## config.mk

```make
export PLATFORM = sky130hd
export DESIGN_NAME = adpcm_main_udiv_seq
export DESIGN_NICKNAME = d
export VERILOG_FILES = /design/src/rtl/adpcm_main_udiv_seq.sv
export SDC_FILE = /design/constraint.sdc
export NUM_CORES = 1
export LEC_CHECK = 0
export ABC_AREA = 1
export ABC_CLOCK_PERIOD_IN_PS = 5850
export CAP_MARGIN = 20
export CORE_ASPECT_RATIO = 0.5
export CORE_MARGIN = 2
export CORE_UTILIZATION = 40
export CTS_CLUSTER_SIZE = 20
export DETAILED_ROUTE_END_ITERATION = 10
export PLACE_DENSITY_LB_ADDON = 0.1
export REMOVE_ABC_BUFFERS = 1
export SLEW_MARGIN = 20
export SYNTH_ARGS = -nofsm -noshare
export SYNTH_HDL_FRONTEND = slang
export SYNTH_SLANG_ARGS = --single-unit
```

## constraint.sdc

```tcl
create_clock -name ap_clk -period 5.85 [get_ports ap_clk]
set_clock_uncertainty 0.15 [all_clocks]
set_input_delay 1.17 -clock ap_clk [delete_from_list [all_inputs] [get_ports ap_clk]]
set_output_delay 1.17 -clock ap_clk [all_outputs]
set_load 0.05 [all_outputs]
```

## src/rtl/adpcm_main_udiv_seq.sv

```systemverilog
// Sequential restoring divider (N-bit dividend / M-bit divisor), one quotient bit per clock, ap_start/ap_done handshake.
// Latency N+1 cycles from accept to ap_done; ap_start ignored while BUSY. Optional macro: ADPCM_UDIV_DIVZERO_EN.
module adpcm_main_udiv_seq #(
  parameter int ID         = 1,
  parameter int din0_WIDTH = 27,
  parameter int din1_WIDTH = 11,
  parameter int dout_WIDTH = 15
) (
  input  logic                  ap_clk,
  input  logic                  ap_rst,
  input  logic                  ap_start,
  output logic                  ap_idle,
  output logic                  ap_ready,
  output logic                  ap_done,
  input  logic [din0_WIDTH-1:0] din0,
  input  logic [din1_WIDTH-1:0] din1,
  output logic [dout_WIDTH-1:0] dout,
  output logic [din1_WIDTH-1:0] rem,
  output logic                  ovf,
  output logic                  dz
);
  localparam int N  = din0_WIDTH;
  localparam int M  = din1_WIDTH;
  localparam int Q  = dout_WIDTH;
  localparam int CW = (N > 1) ? $clog2(N) : 1;

  typedef enum logic [1:0] {S_IDLE, S_BUSY, S_DONE} state_t;

  state_t          r_state;
  state_t          w_state_nxt;
  logic [N-1:0]    r_dvd;
  logic [M-1:0]    r_dvsr;
  logic [M-1:0]    r_part;
  logic [N-1:0]    r_quot;
  logic [CW-1:0]   r_cnt;
  logic [Q-1:0]    r_dout;
  logic [M-1:0]    r_rem;
  logic            r_ovf;
  logic            r_dz;

  logic            w_accept;
  logic            w_last;
  logic            w_zero_div;
  logic [M:0]      w_trial;
  logic            w_ge;
  logic [M-1:0]    w_diff;
  logic [M-1:0]    w_part_nxt;
  logic [N-1:0]    w_quot_nxt;
  logic            w_unused_id;

  assign w_unused_id = (ID != 0);

  assign w_accept = ap_start && (r_state != S_BUSY);
  assign w_last   = (r_cnt == CW'(N - 1));

`ifdef ADPCM_UDIV_DIVZERO_EN
  assign w_zero_div = (din1 == '0);
`else
  assign w_zero_div = 1'b0;
`endif

  // The restored remainder is always below the divisor, so M bits hold it;
  // only the trial value needs the extra top bit.
  assign w_trial    = {r_part, r_dvd[N-1]};
  assign w_ge       = w_trial[M] || (w_trial[M-1:0] >= r_dvsr);
  assign w_diff     = w_trial[M-1:0] - r_dvsr;
  assign w_part_nxt = w_ge ? w_diff : w_trial[M-1:0];
  assign w_quot_nxt = {r_quot[N-2:0], w_ge};

  always_ff @(posedge ap_clk) begin
    if (ap_rst) r_state <= S_IDLE;
    else        r_state <= w_state_nxt;
  end

  always_comb begin
    w_state_nxt = r_state;
    case (r_state)
      S_IDLE, S_DONE: begin
        if (w_accept)               w_state_nxt = w_zero_div ? S_DONE : S_BUSY;
        else if (r_state == S_DONE) w_state_nxt = S_IDLE;
      end
      S_BUSY:  if (w_last) w_state_nxt = S_DONE;
      default: w_state_nxt = S_IDLE;
    endcase
  end

  always_ff @(posedge ap_clk) begin
    if (ap_rst) begin
      r_dvd  <= '0;
      r_dvsr <= '0;
      r_part <= '0;
      r_quot <= '0;
      r_cnt  <= '0;
      r_dout <= '0;
      r_rem  <= '0;
      r_ovf  <= 1'b0;
      r_dz   <= 1'b0;
    end else if (w_accept) begin
      r_dvd  <= din0;
      r_dvsr <= din1;
      r_part <= '0;
      r_quot <= '0;
      r_cnt  <= '0;
`ifdef ADPCM_UDIV_DIVZERO_EN
      if (w_zero_div) begin
        r_dout <= '1;
        r_rem  <= din0[M-1:0];
        r_ovf  <= 1'b1;
        r_dz   <= 1'b1;
      end
`endif
    end else if (r_state == S_BUSY) begin
      r_dvd  <= {r_dvd[N-2:0], 1'b0};
      r_part <= w_part_nxt;
      r_quot <= w_quot_nxt;
      r_cnt  <= r_cnt + 1'b1;
      // Results are captured on the final step so they are valid in DONE.
      if (w_last) begin
        r_dout <= w_quot_nxt[Q-1:0];
        r_rem  <= w_part_nxt;
        r_ovf  <= |w_quot_nxt[N-1:Q];
        r_dz   <= 1'b0;
      end
    end
  end

  assign ap_idle  = (r_state == S_IDLE);
  assign ap_done  = (r_state == S_DONE);
  assign ap_ready = (r_state == S_DONE);
  assign dout     = r_dout;
  assign rem      = r_rem;
  assign ovf      = r_ovf;
  assign dz       = r_dz;
endmodule
```

Yosys cells after proc, flatten, opt, wreduce, memory -nomap -nowiden
Index checks and enable logic that the tools add are counted.

Equality and inequality tests: 6. Reductions and logical operators: 9. Bitwise logic cells: 1. Magnitude comparators: 1. Multiplexer cells: 7. Add/sub/neg operators: 2.

Operators by type and width (count): two-way mux 27 bit (2); OR reduction 12 bit (1); greater-or-equal comparator 11 bit (1); two-way mux 11 bit (1); subtractor 11 bit (1); two-way mux 2 bit (3); adder 5 x 1 -> 5 bit (second input constant) (1); == test 5 bit (second input constant) (1); case mux 2 bit (2 select lines) (1); OR reduction 2 bit (2); != test 3 bit (second input constant) (1); AND reduction 3 bit (1); == test 2 x 1 -> 1 bit (second input constant) (1); == test 2 bit (second input constant) (1); logical NOT 2 bit (1); != test 2 x 1 -> 1 bit (second input constant) (1); != test 2 bit (second input constant) (1); AND reduction 2 bit (1); nonzero test 2 bit (1); logical AND 1 bit (1); logical OR 1 bit (1); inverter 1 bit (1).

Output and inout port bits: 31. Input bits: 41. Register bits after elaboration: 109.

Depth between registers and ports, before layout
Depth in word-level cells: 4. Mapped depth: 15. Gate-level depth less buffers: 14.

Worst setup path before layout
No wires, ideal clock.

Kind: register to output. Start: register r_state[1]. End: output port ap_ready. Data required time: 4.530 ns. Arrival time: 1.428 ns. Path slack: 3.102 ns. Stages on the path, launching flop included: 4. Cells stage by stage: dfxtp_1 inv_1 nor2_1 buf_4.

Cells in the longest elaborated chain, start to end: 1.

Ends and longest elaborated chain: from (decl) (line 29) `state_t r_state;`; from (signal assigned) (line 72) `else r_state <= w_state_nxt;`; == test 2 bit; to (decl) (line 13) `output logic ap_ready,`.

Every way passes these cells.

Worst setup path after layout
Start: input port ap_start. End: register r_quot[0].

Cells in the longest elaborated chain, start to end: 2.

Ends and longest elaborated chain: from (decl) (line 11) `input logic ap_start,`; logical AND 1 bit (line 53) `assign w_accept = ap_start && (r_state != S_BUSY);`; OR reduction 2 bit (no source line); to (signal assigned) (line 115) `r_quot <= w_quot_nxt;`; to (decl) (line 34) `logic [N-1:0] r_quot;`.

Every way passes these cells. A chain may end at the register's enable or synchronous reset.

==> flow_summary.toml <==
[status]
outcome = "completed"

[finish]
layout_commonest_cell = "nand2_1"
fin_util_pct = 49.4
final_cell_mix = "nand2_1, inv_1, dfxtp_1"
area_growth_pct = 20.0
diodes = 0
layout-drive-gt1-share_pct = 6.57
nets = 841
fillCellCount = 1310

[clock_network]
clkTransAtPathRegs_ns = 0.08
cts-htree-levels = 3
ctsHoldBuffers = 0
cts_setup_buffers = 0
cts.sinks = 109
cts_max_path_buffers = 2
cts_tree = "done"
insertion_delay_ns = 0.34
cts_resized = 0
root_buffer = "clkbuf_16"
cts_buffers = 9

[die]
num_io_pins = 72
die_x_um = 166
coreArea_sq_mm = 0.0127
fp-row-count = 29
start_util_pct = 41.2
dieArea_sq_mm = 0.0141
die_h_um = 84.9

[worst_setup_path]
crit_required_ns = 5.99
arrival_ns = 3.77
start_kind = "input port"
path_class = "input port to flip-flop"
crit_fanout = 25
crit_path_end_kind = "flip-flop"

[synthesis]
synth_seq_cells = 109
synth_area_sq_mm = 0.00523
post_synth.cell_area_avg_sq_um = 7.10
ys_types = 37
synth_edf_count = 0
ys.flop_type = "dfxtp_1"
ys_seq_area_share_pct = 41.7
synth_warnings = 0
synthCells = 737
synthArstFlopShare_pct = 0

[pwr]
power.density_mw_per_mm2 = 278
leakage_nw = 2.91
ir_worst_vdd_v = 0.000149

[global_routing]
grtUsageTotal_pct = 17.7
grt_start_max_net_pins = 53
gr-total-overflow = 0
grt_first_pass_wirelength_mm = 20.6
antenna_found_initial = 0
grt_pass1_vias = 4303

[route]
vias = 4504
drt-initial-drc-count = 354
ant_nets = 0
routed_wl_mm = 12.0
drc = 0
drtPass1Iterations = 4
vias_per_cell = 4.69
wire_per_inst_um = 12.5

[sta]
finalSetupViolations = 0
period_share_pct = 62.0
worstMarginPinSlew_ns = 0.976
final_hold_viol_count = 0
max_slew_margin_pct = 34.8
rsz0062_at_grt = "no"
slew_viol_final = 0
layout_min_cycle_time_ns = 3.63
max_freq_ghz = 0.276
fin_ws_ns = 2.22
tns_ns = 0

[place]
dp_hpwl_mm = 7.81
port_buffers = 70
dp_slack_ns = 1.84
place_congestion = 0.819

[run]
cap_violations = 0

[hold_path]
hold_path.class = "flip-flop to flip-flop"
[worst max-delay path, stage by stage]
cell and delay (ns):
clkdlybuf4s50_1 0.42, inv_1 0.12, nor2_2 0.07, inv_1 0.50, nand2_1 0.75, buf_4 0.45, a21oi_1 0.12, o21ai_0 0.09
inv_1 0.07
[per-layer routing]
metal	global-route usage [%]	vias to the layer above	wire, um
met1	24.0	2027	6170
li1	-	2406	-
met5	0	-	0
met2	28.9	67	5290
met3	4.43	4	502
met4	3.87	0	58
[report_power, final]
part / leakage (nW) / total (W) / switching [W] / internal, W
logic: 1.87 / 0.000353 / 0.000230 / 0.000123
clock network: 0.149 / 0.000617 / 0.000303 / 0.000313
registers: 0.886 / 0.000777 / 0.0000106 / 0.000766
total: 2.91 / 0.00175 / 0.000544 / 0.00120
[cell type report]
type	count	area, sq um	area share, %
Clock inverter	6	62.6	0.996
Inverter	122	458	7.29
Multi-Input combinational cell	468	2380	37.9
Sequential cell	109	2180	34.7
Timing Repair Buffer	76	746	11.9
Tap cell	170	213	3.39
Clock buffer	10	239	3.81
[synth_stat cells, types with 2 or more instances]
master | number | share of area (%)
nand2_1 | 209 | 15
nor2_4 | 3 | 0.65
dfxtp_1 | 109 | 42
buf_4 | 5 | 0.72
nor3b_1 | 2 | 0.29
nor3_1 | 2 | 0.19
nor4_1 | 3 | 0.36
xor2_1 | 4 | 0.67
o221ai_1 | 25 | 4.2
a21oi_1 | 44 | 4.2
nand2_2 | 3 | 0.36
nor2_1 | 62 | 4.4
nand3_2 | 4 | 0.77
nand3_1 | 53 | 5.1
buf_2 | 16 | 1.5
clkbuf_1 | 12 | 0.86
inv_1 | 117 | 8.4
nand4_1 | 4 | 0.48
ha_1 | 13 | 3.1
nand2_4 | 10 | 2.2
nor2_2 | 2 | 0.24
inv_2 | 4 | 0.29
buf_1 | 2 | 0.14
o21ai_0 | 16 | 1.5
[stage by stage]
| stage | hold WS (ns) | instances | total power (W) | cell area, sq um |
|---|---|---|---|---|
| 4_1_cts | 0.312 | 961 | 0.00177 | 6280 |
| 6_report | 0.313 | 961 | 0.00175 | 6280 |
| 5_1_grt | 0.328 | 961 | 0.00185 | 6280 |
| 3_3_place_gp | 0.302 | 945 | 0.00115 | 5980 |
| 3_5_place_dp | 0.307 | 945 | 0.00115 | 5980 |
| 2_1_floorplan | 0.288 | 699 | 0.00105 | 5020 |
[path summary, 6_finish.rpt]
path / startpoint / to / slack, ns / cells after the start
hold reg to reg: r_quot[6] / dout[7] / 0.31 / 2
hold / removal: r_quot[6] / dout[7] / 0.31 / 2
setup / recovery: ap_start / r_quot[0] / 2.22 / 9
setup reg to reg: r_state[0] / r_dvd[15] / 2.52 / 9
[cell families (layout without fill, tap and decap cells)]
family / Yosys count / in the layout / synth area share, %
adders and majority gates: 14 / 14 / 3.49
AOI/OAI and AO/OA: 89 / 89 / 10.5
other: 1 / 1 / 0.0717
buffers and inverters: 160 / 214 / 12.8
xor gates and xnor gates: 5 / 5 / 0.837
DFF: 109 / 109 / 41.7
and+or+nand+nor: 359 / 359 / 30.5
[flip-flops by register name (all words and copies together) (netlist names)]
register / cells
dout: 15
ovf: 1
r_cnt: 5
r_dvd: 27
r_dvsr: 11
r_part: 11
r_quot: 26
r_state: 2
rem: 11
(Power assumes the default switching activity.)
